`src/rtl/regfile_operand_fetch.sv`:
```
// Eight-entry register file with a two-cycle operand-fetch sequencer (ain, then bin).
// Optional build macro RF_BYPASS_EN forwards a same-edge write into the operand being loaded.
module regfile_operand_fetch #(
    parameter int WIDTH = 16,
    parameter int AW    = 3
) (
    input  logic             clk,
    input  logic             reset,
    input  logic             write,
    input  logic [AW-1:0]    writenum,
    input  logic [WIDTH-1:0] data_in,
    input  logic             start,
    input  logic [AW-1:0]    rn,
    input  logic [AW-1:0]    rm,
    output logic             busy,
    output logic             done,
    output logic [WIDTH-1:0] ain,
    output logic [WIDTH-1:0] bin
);

    localparam int NREG = 2 ** AW;

    typedef enum logic [1:0] {
        IDLE   = 2'd0,
        READ_A = 2'd1,
        READ_B = 2'd2,
        DONE   = 2'd3
    } state_t;

    state_t           state_r;
    logic [AW-1:0]    rn_r;
    logic [AW-1:0]    rm_r;
    logic [WIDTH-1:0] ain_r;
    logic [WIDTH-1:0] bin_r;
    logic             busy_r;
    logic             done_r;
    logic [WIDTH-1:0] regs_r [NREG];
    logic [WIDTH-1:0] rd_a_s;
    logic [WIDTH-1:0] rd_b_s;

    // Operand read ports, optionally forwarding a write that lands on the same edge
    always_comb begin
        rd_a_s = regs_r[rn_r];
        rd_b_s = regs_r[rm_r];
`ifdef RF_BYPASS_EN
        if (write && (writenum == rn_r)) begin
            rd_a_s = data_in;
        end else begin
            rd_a_s = regs_r[rn_r];
        end
        if (write && (writenum == rm_r)) begin
            rd_b_s = data_in;
        end else begin
            rd_b_s = regs_r[rm_r];
        end
`endif
    end

    // Register file storage; writes are accepted in every state
    always_ff @(posedge clk or posedge reset) begin
        if (reset) begin
            for (int i = 0; i < NREG; i++) begin
                regs_r[i] <= '0;
            end
        end else if (write) begin
            regs_r[writenum] <= data_in;
        end
    end

    // Fetch sequencer; busy/done are registered from the next state so they track state exactly
    always_ff @(posedge clk or posedge reset) begin
        if (reset) begin
            state_r <= IDLE;
            rn_r    <= '0;
            rm_r    <= '0;
            ain_r   <= '0;
            bin_r   <= '0;
            busy_r  <= 1'b0;
            done_r  <= 1'b0;
        end else begin
            case (state_r)
                IDLE, DONE: begin
                    if (start) begin
                        rn_r    <= rn;
                        rm_r    <= rm;
                        state_r <= READ_A;
                        busy_r  <= 1'b1;
                        done_r  <= 1'b0;
                    end else begin
                        state_r <= IDLE;
                        busy_r  <= 1'b0;
                        done_r  <= 1'b0;
                    end
                end
                READ_A: begin
                    ain_r   <= rd_a_s;
                    state_r <= READ_B;
                    busy_r  <= 1'b1;
                    done_r  <= 1'b0;
                end
                READ_B: begin
                    bin_r   <= rd_b_s;
                    state_r <= DONE;
                    busy_r  <= 1'b0;
                    done_r  <= 1'b1;
                end
                default: begin
                    state_r <= IDLE;
                    busy_r  <= 1'b0;
                    done_r  <= 1'b0;
                end
            endcase
        end
    end

    assign busy = busy_r;
    assign done = done_r;
    assign ain  = ain_r;
    assign bin  = bin_r;

endmodule

```
`config.mk`:
```
export PLATFORM = sky130hd
export DESIGN_NAME = regfile_operand_fetch
export DESIGN_NICKNAME = d
export VERILOG_FILES = /design/src/rtl/regfile_operand_fetch.sv
export SDC_FILE = /design/constraint.sdc
export NUM_CORES = 1
export LEC_CHECK = 0
export BUFFER_PORTS_ARGS = -buffer_cell sky130_fd_sc_hd__buf_4
export CORE_MARGIN = 3
export CORE_UTILIZATION = 50
export CTS_BUF_LIST = sky130_fd_sc_hd__clkbuf_16
export DETAILED_ROUTE_END_ITERATION = 16
export PLACE_DENSITY = 0.68
export SLEW_MARGIN = 20
export SYNTH_ARGS = -nofsm -noshare
export SYNTH_HDL_FRONTEND = slang
export SYNTH_SLANG_ARGS = --single-unit
export TNS_END_PERCENT = 1
```
`constraint.sdc`:
```
create_clock -name clk -period 7.7 [get_ports clk]
set_clock_uncertainty 0.1 [all_clocks]
set_input_delay 0.77 -clock clk [delete_from_list [all_inputs] [get_ports clk]]
set_output_delay 0.77 -clock clk [all_outputs]
set_load 0.01 [all_outputs]
```
==> flow_summary.ini, run 1 <==
[die]
dieArea_mm2 = 0.0191
start_util_pct = 51.9
coreArea_mm2 = 0.0168
die_h_um = 138
std_cell_rows = 47
io_pins = 63
die_w_um = 138

[route]
top_layer = met4
wl_mm = 22.1
dr.pass1.iters = 5
ant_nets = 0
dr_wl_met3_um = 938
wl_met1_mm = 9.79
wl_met2_mm = 10.9
wl_per_cell_um = 23.4
first_iter_violations = 505
vias = 5873
vias_per_cell = 6.21
route.detailed.drc = 0

[yosys]
syn_area_mm2 = 0.00873
synth.top_cells.by_area = dfrtp_1 (49%), mux2_2 (16%), mux2i_1 (11%), nor2b_1 (4.7%), a41o_1 (3.7%)
synth_top_area_cell = dfrtp_1
synthDistinctLibCells = 27
synthMostInstantiatedCell = dfrtp_1
synth-edff-count = 0
syn_nets = 706
yosys_warnings = 0
ys_seq_area_share_pct = 48.7
async_flop_share_pct = 100
synth_ff_type = dfrtp_1
yosys.area.top_type_share_pct = 48.7
synth_common_cells = dfrtp_1 (170), mux2_2 (121), mux2i_1 (96)
synth_seq_cells = 170
syn_inst = 674
syn_area_per_cell_um2 = 13.0

[sta]
hold_viol = 0
slew_violations = 0
worstMarginPinSlew_ps = 1150
rsz0062_at_grt = false
fin_setup_tns_ps = 0
relSlewSlack_pct = 23.1
min_period_ps = 2660
fin_crit_sh_pct = 34.6
finalSetupViolations = 0
clock.fmax_mhz = 376

[clock_tree]
cts_tree = done
cts_max_path_buffers = 2
cts_made_buffers = 17
postCtsSetupBuffers = 0
cts_resized = 0
cts_htree_levels = 4
clkLatencyLatePin_ps = 430
clk_pin_slew_ps = 70
hold_buffers = 0
numClockSinks = 170
cts_root_buf = clkbuf_16

[setup_path]
cp_max_fo = 20
worstPathArrival_ps = 2880
critPathSlowestCell = nor2b_2
crit_type = reg -> reg
cp_slowest_stage_delay_ps = 980
start_kind = flip-flop
crit_chain = nor2b_2 -> a22oi_1 -> a41o_1
end_kind = flip-flop
critPathRequiredTime_ps = 7920

[cells_and_area]
drive_gt1_share_pct = 34.6
antenna_cells = 0
nNetsFinal = 744
multi_input_area_mm2 = 0.00415
fillers = 1413
regArea_mm2 = 0.00426
final_util_pct = 58.7
syn2layout_area_growth_pct = 13.1

[grt]
antenna_found_initial = 0
track_usage_pct = 23.7
grt_pass1_vias = 6177
grt_max_degree = 93
grt_remaining_overflow = 0
grt_first_pass_wirelength_mm = 35.5

[status]
status = complete, no violations

[placement]
place_hpwl_mm = 12.7
routabilityCongestion = 0.765
io_buffers = 62

[pwr]
power.total_mw = 3.85
leakage_nw = 4.57
powerDensity_mw_per_mm2 = 390
peakVddDrop_uv = 259

[run]
maxCapViolCount = 0

[worst_hold_path]
hold_path_class = reg -> reg
final timing paths:
check | startpoint | endpoint | slack [ps] | cells past startpoint
setup / recovery | rn_r[1]$_DFFE_PP0P_ | ain[9]$_DFFE_PP0P_ | 5040 | 3
hold / removal | regs_r[63]$_DFFE_PP0P_ | regs_r[63]$_DFFE_PP0P_ | 420 | 1
setup reg to reg | rn_r[1]$_DFFE_PP0P_ | ain[9]$_DFFE_PP0P_ | 5040 | 3
hold reg to reg | regs_r[63]$_DFFE_PP0P_ | regs_r[63]$_DFFE_PP0P_ | 420 | 1
max in group asynchronous | reset | regs_r[102]$_DFFE_PP0P_ | 5810 | 3
min in group asynchronous | reset | regs_r[38]$_DFFE_PP0P_ | 430 | 2
critical path: cells and delay by family, from the launching register on:
family / cells / cell delay, ps
AO/OA/AOI/OAI: 2 / 520
flip-flops: 1 / 940
AND/OR/NAND/NOR: 1 / 980
where the power goes:
part           total, mW  leakage [nW]  switching [mW]  internal (mW)
logic               1.57          2.23           0.822          0.749
clock network      0.873         0.289           0.362          0.511
registers           1.41          2.05           0.255           1.16
cells by family after synthesis:
logic type                 share of synthesized area (%)
muxes                                               28.7
DFF                                                 48.7
and+or+nand+nor                                     8.50
AOI/OAI and AO/OA                                   9.75
buffers and inverters                               3.87
adders and majority gates                          0.430
flip-flops by register name, summed over array words and instances, names as in the netlist:
name and flops:
ain 16, bin 16, busy 1, done 1
regs_r 128, rm_r 3, rn_r 3, state_r 2
cells in the final DEF (no fill, tap or decap), drive strengths merged:
cell type and n:
nand2b 3, nand3 32, bufinv 3, clkinvlp 3
nand4 1, mux2i 96, nand2 2, nor3b 2
mux2 134, a211o 32, nor2 2, o21ai 2
clkinv 6, ha 3, inv 9, a41o 32
clkbuf 17, nor2b 66, nor3 2, dfrtp 170
buf 73, nand4b 3, a22oi 32
layer usage:
| layer | global-route usage (%) | vias up |
|---|---|---|
| met5 | 0 | - |
| met4 | 8.06 | 0 |
| met3 | 3.94 | 38 |
| met2 | 39.4 | 155 |
| met1 | 31.7 | 3084 |
| li1 | - | 2596 |
stage by stage:
step           worst slack, ps  cell area [um^2]  cells  hold WS [ps]
5_1_grt                   4940              9870    945           439
3_3_place_gp              4970              9250    911           391
3_5_place_dp              4960              9260    912           405
2_1_floorplan             2230              8730    674           379
6_report                  5040              9870    945           421
4_1_cts                   5060              9860    944           423
cell type report:
cell class | instances | share of cell area, %
sequential | 170 | 43.2
tap | 220 | 2.79
timing repair buffer | 73 | 5.70
multi-input combinational | 444 | 42.0
inverter | 6 | 0.279
clock buffer | 17 | 4.31
clock inverter | 15 | 1.76
Power figures use the tool's default switching activity.
==> inputs of run 2 (changes only) <==
--- a/config.mk
+++ b/config.mk
@@ -5,6 +5,7 @@
 export SDC_FILE = /design/constraint.sdc
 export NUM_CORES = 1
 export LEC_CHECK = 0
+export ABC_AREA = 1
 export BUFFER_PORTS_ARGS = -buffer_cell sky130_fd_sc_hd__buf_4
 export CORE_MARGIN = 3
 export CORE_UTILIZATION = 50
==> constraint.sdc (replaced) <==
create_clock -name clk -period 2.8 [get_ports clk]
set_clock_uncertainty 0.1 [all_clocks]
set_input_delay 0.28 -clock clk [delete_from_list [all_inputs] [get_ports clk]]
set_output_delay 0.28 -clock clk [all_outputs]
set_load 0.01 [all_outputs]
==> flow_summary.ini, run 2 <==
[clock_tree]
cts_max_path_buffers = 2
cts_tree = done
cts_htree_levels = 4
numClockSinks = 170
clk_pin_slew_ps = 70
cts_root_buf = clkbuf_16
clkLatencyLatePin_ps = 430
cts_made_buffers = 17
postCtsSetupBuffers = 0

[die]
std_cell_rows = 48
die_h_um = 140
io_pins = 63
coreArea_mm2 = 0.0174
start_util_pct = 51.3
dieArea_mm2 = 0.0195
die_w_um = 140

[setup_path]
start_kind = flip-flop
crit_type = reg -> reg
end_kind = flip-flop
critPathRequiredTime_ps = 3020
cp_max_fo = 64
rr_worst_depth = 6
worstPathArrival_ps = 2030

[grt]
track_usage_pct = 27.8
grt_remaining_overflow = 0
grt_pass1_vias = 7675
antenna_found_initial = 0
grt_first_pass_wirelength_mm = 42.9
grt_max_degree = 65

[placement]
routabilityCongestion = 0.890
io_buffers = 62
postPlaceCellArea_mm2 = 0.00956
dp.cells = 1484
place_ws_ps = 1060
place_hpwl_mm = 17.0

[yosys]
syn_area_mm2 = 0.00894
synth_top_area_cell = dfrtp_1
yosys_warnings = 0
synth-edff-count = 0
yosys.area.top_type_share_pct = 47.6
syn_area_per_cell_um2 = 7.20
async_flop_share_pct = 100
synthDistinctLibCells = 20
ys_seq_area_share_pct = 47.6
synth.top_cells.by_area = dfrtp_1 (48%), nand2_1 (19%), nand3_1 (13%), inv_1 (6.5%), o21ai_0 (3.6%)
synth_common_cells = nand2_1 (458), nand3_1 (224), dfrtp_1 (170)
synth_seq_cells = 170
synth_ff_type = dfrtp_1
syn_nets = 1273
syn_inst = 1241
synthMostInstantiatedCell = nand2_1

[pwr]
peakVddDrop_uv = 625
leakage_nw = 5.44
power_frac_seq_pct = 33.0
clock_power_share_pct = 20.5
powerDensity_mw_per_mm2 = 1040
power.switching_mw = 4.65
internal_power_mw = 6.05
p_comb_share_pct = 46.6
swShare_pct = 43.5

[sta]
relSlewSlack_pct = 48.3
finalSetupViolations = 0
hold_viol = 0
fin_setup_tns_ps = 0
min_period_ps = 1810
clock.fmax_mhz = 553
rsz0062_at_grt = false
worstMarginPinSlew_ps = 776
fin_crit_sh_pct = 64.6
timing.final.ws_setup_ps = 991
slew_violations = 0

[cells_and_area]
final_common_cell = nand2_1
syn2layout_area_growth_pct = 15.0
finalNonFillerCells = 1534
largest_reg_flops = 128
drive_gt1_share_pct = 10.6
max_flop_register = regs_r
design_area_mm2 = 0.0103
nNetsFinal = 1328
layout_common_cells = nand2_1 (458), nand3_1 (224), dfrtp_1 (168)
antenna_cells = 0

[route]
dr.pass1.iters = 6
first_iter_violations = 1083
wl_per_cell_um = 17.5
vias = 8359
vias_per_cell = 5.45
wl_mm = 26.8
route.detailed.drc = 0
ant_nets = 0

[status]
status = complete, no violations

[run]
maxCapViolCount = 0

[worst_hold_path]
hold_path_class = in -> reg
holdPathStages = 3
run 2: logic make-up after synthesis:
logic type	after synthesis	synth area share [%]
buffers and inverters	239	11.7
AND/OR/NAND/NOR	694	32.5
adder cells (fa/ha/maj)	3	0.420
AO/OA/AOI/OAI	135	7.73
flip-flops	170	47.6
run 2: worst max-delay path, stage by stage, from the launching register on:
cell	delay, ps
dfrtp_2	360
buf_4	600
nand2_1	140
nand3_1	120
nand3_1	120
nand3_1	180
nand2_1	60
run 2: final cells by class:
| class | instances | area (um^2) |
|---|---|---|
| Timing Repair Buffer | 115 | 958 |
| Clock buffer | 17 | 425 |
| Sequential cell | 170 | 4260 |
| Clock inverter | 15 | 113 |
| Multi-Input combinational cell | 832 | 3630 |
| Tap cell | 225 | 282 |
| Inverter | 160 | 604 |
| Fill cell | 1640 | 7140 |
run 2: what timing repair did:
item / CTS / global route
hold buffers: 18 / 0
gates resized for setup: 0 / 0
hold endpoints to repair: 28 / 0
run 2: stage by stage:
stage          utilization [%]  hold WS [ps]  total power, mW
6_report                  59.0          21.1             10.7
5_1_grt                   59.0          28.0             11.4
4_1_cts                   59.0          11.6             10.6
3_5_place_dp              54.9           209             8.40
3_3_place_gp              54.9           195             8.34
2_1_floorplan                -           301             6.86
run 2: worst paths after layout:
| path | start | end | slack (ps) |
|---|---|---|---|
| worst max-delay path | rn_r[0]$_DFFE_PP0P_ | ain[13]$_DFFE_PP0P_ | 990 |
| min in group asynchronous | reset | bin[12]$_DFFE_PP0N_ | 310 |
| worst max register to register | rn_r[0]$_DFFE_PP0P_ | ain[13]$_DFFE_PP0P_ | 990 |
| worst min-delay path | rm[1] | rm_r[1]$_DFFE_PP0P_ | 20 |
| worst min register to register | regs_r[87]$_DFFE_PP0P_ | regs_r[87]$_DFFE_PP0P_ | 380 |
| max in group asynchronous | reset | bin[4]$_DFFE_PP0N_ | 1670 |
run 2: per-layer routing:
| layer | up-vias | wire length, um | track usage [%] |
|---|---|---|---|
| li1 | 4001 | - | - |
| met4 | 0 | 1180 | 13.8 |
| met5 | - | 0 | 0 |
| met3 | 90 | 2210 | 4.33 |
| met2 | 400 | 11800 | 41.0 |
| met1 | 3868 | 11700 | 40.0 |
run 2: power groups by stage:
stage / sequential, mW / clock (mW) / combinational, mW
2_1_floorplan: 3.53 / 0 / 3.33
3_3_place_gp: 3.54 / 0 / 4.80
3_5_place_dp: 3.55 / 0 / 4.86
4_1_cts: 3.51 / 2.21 / 4.91
5_1_grt: 3.59 / 2.33 / 5.50
6_report: 3.53 / 2.19 / 4.98
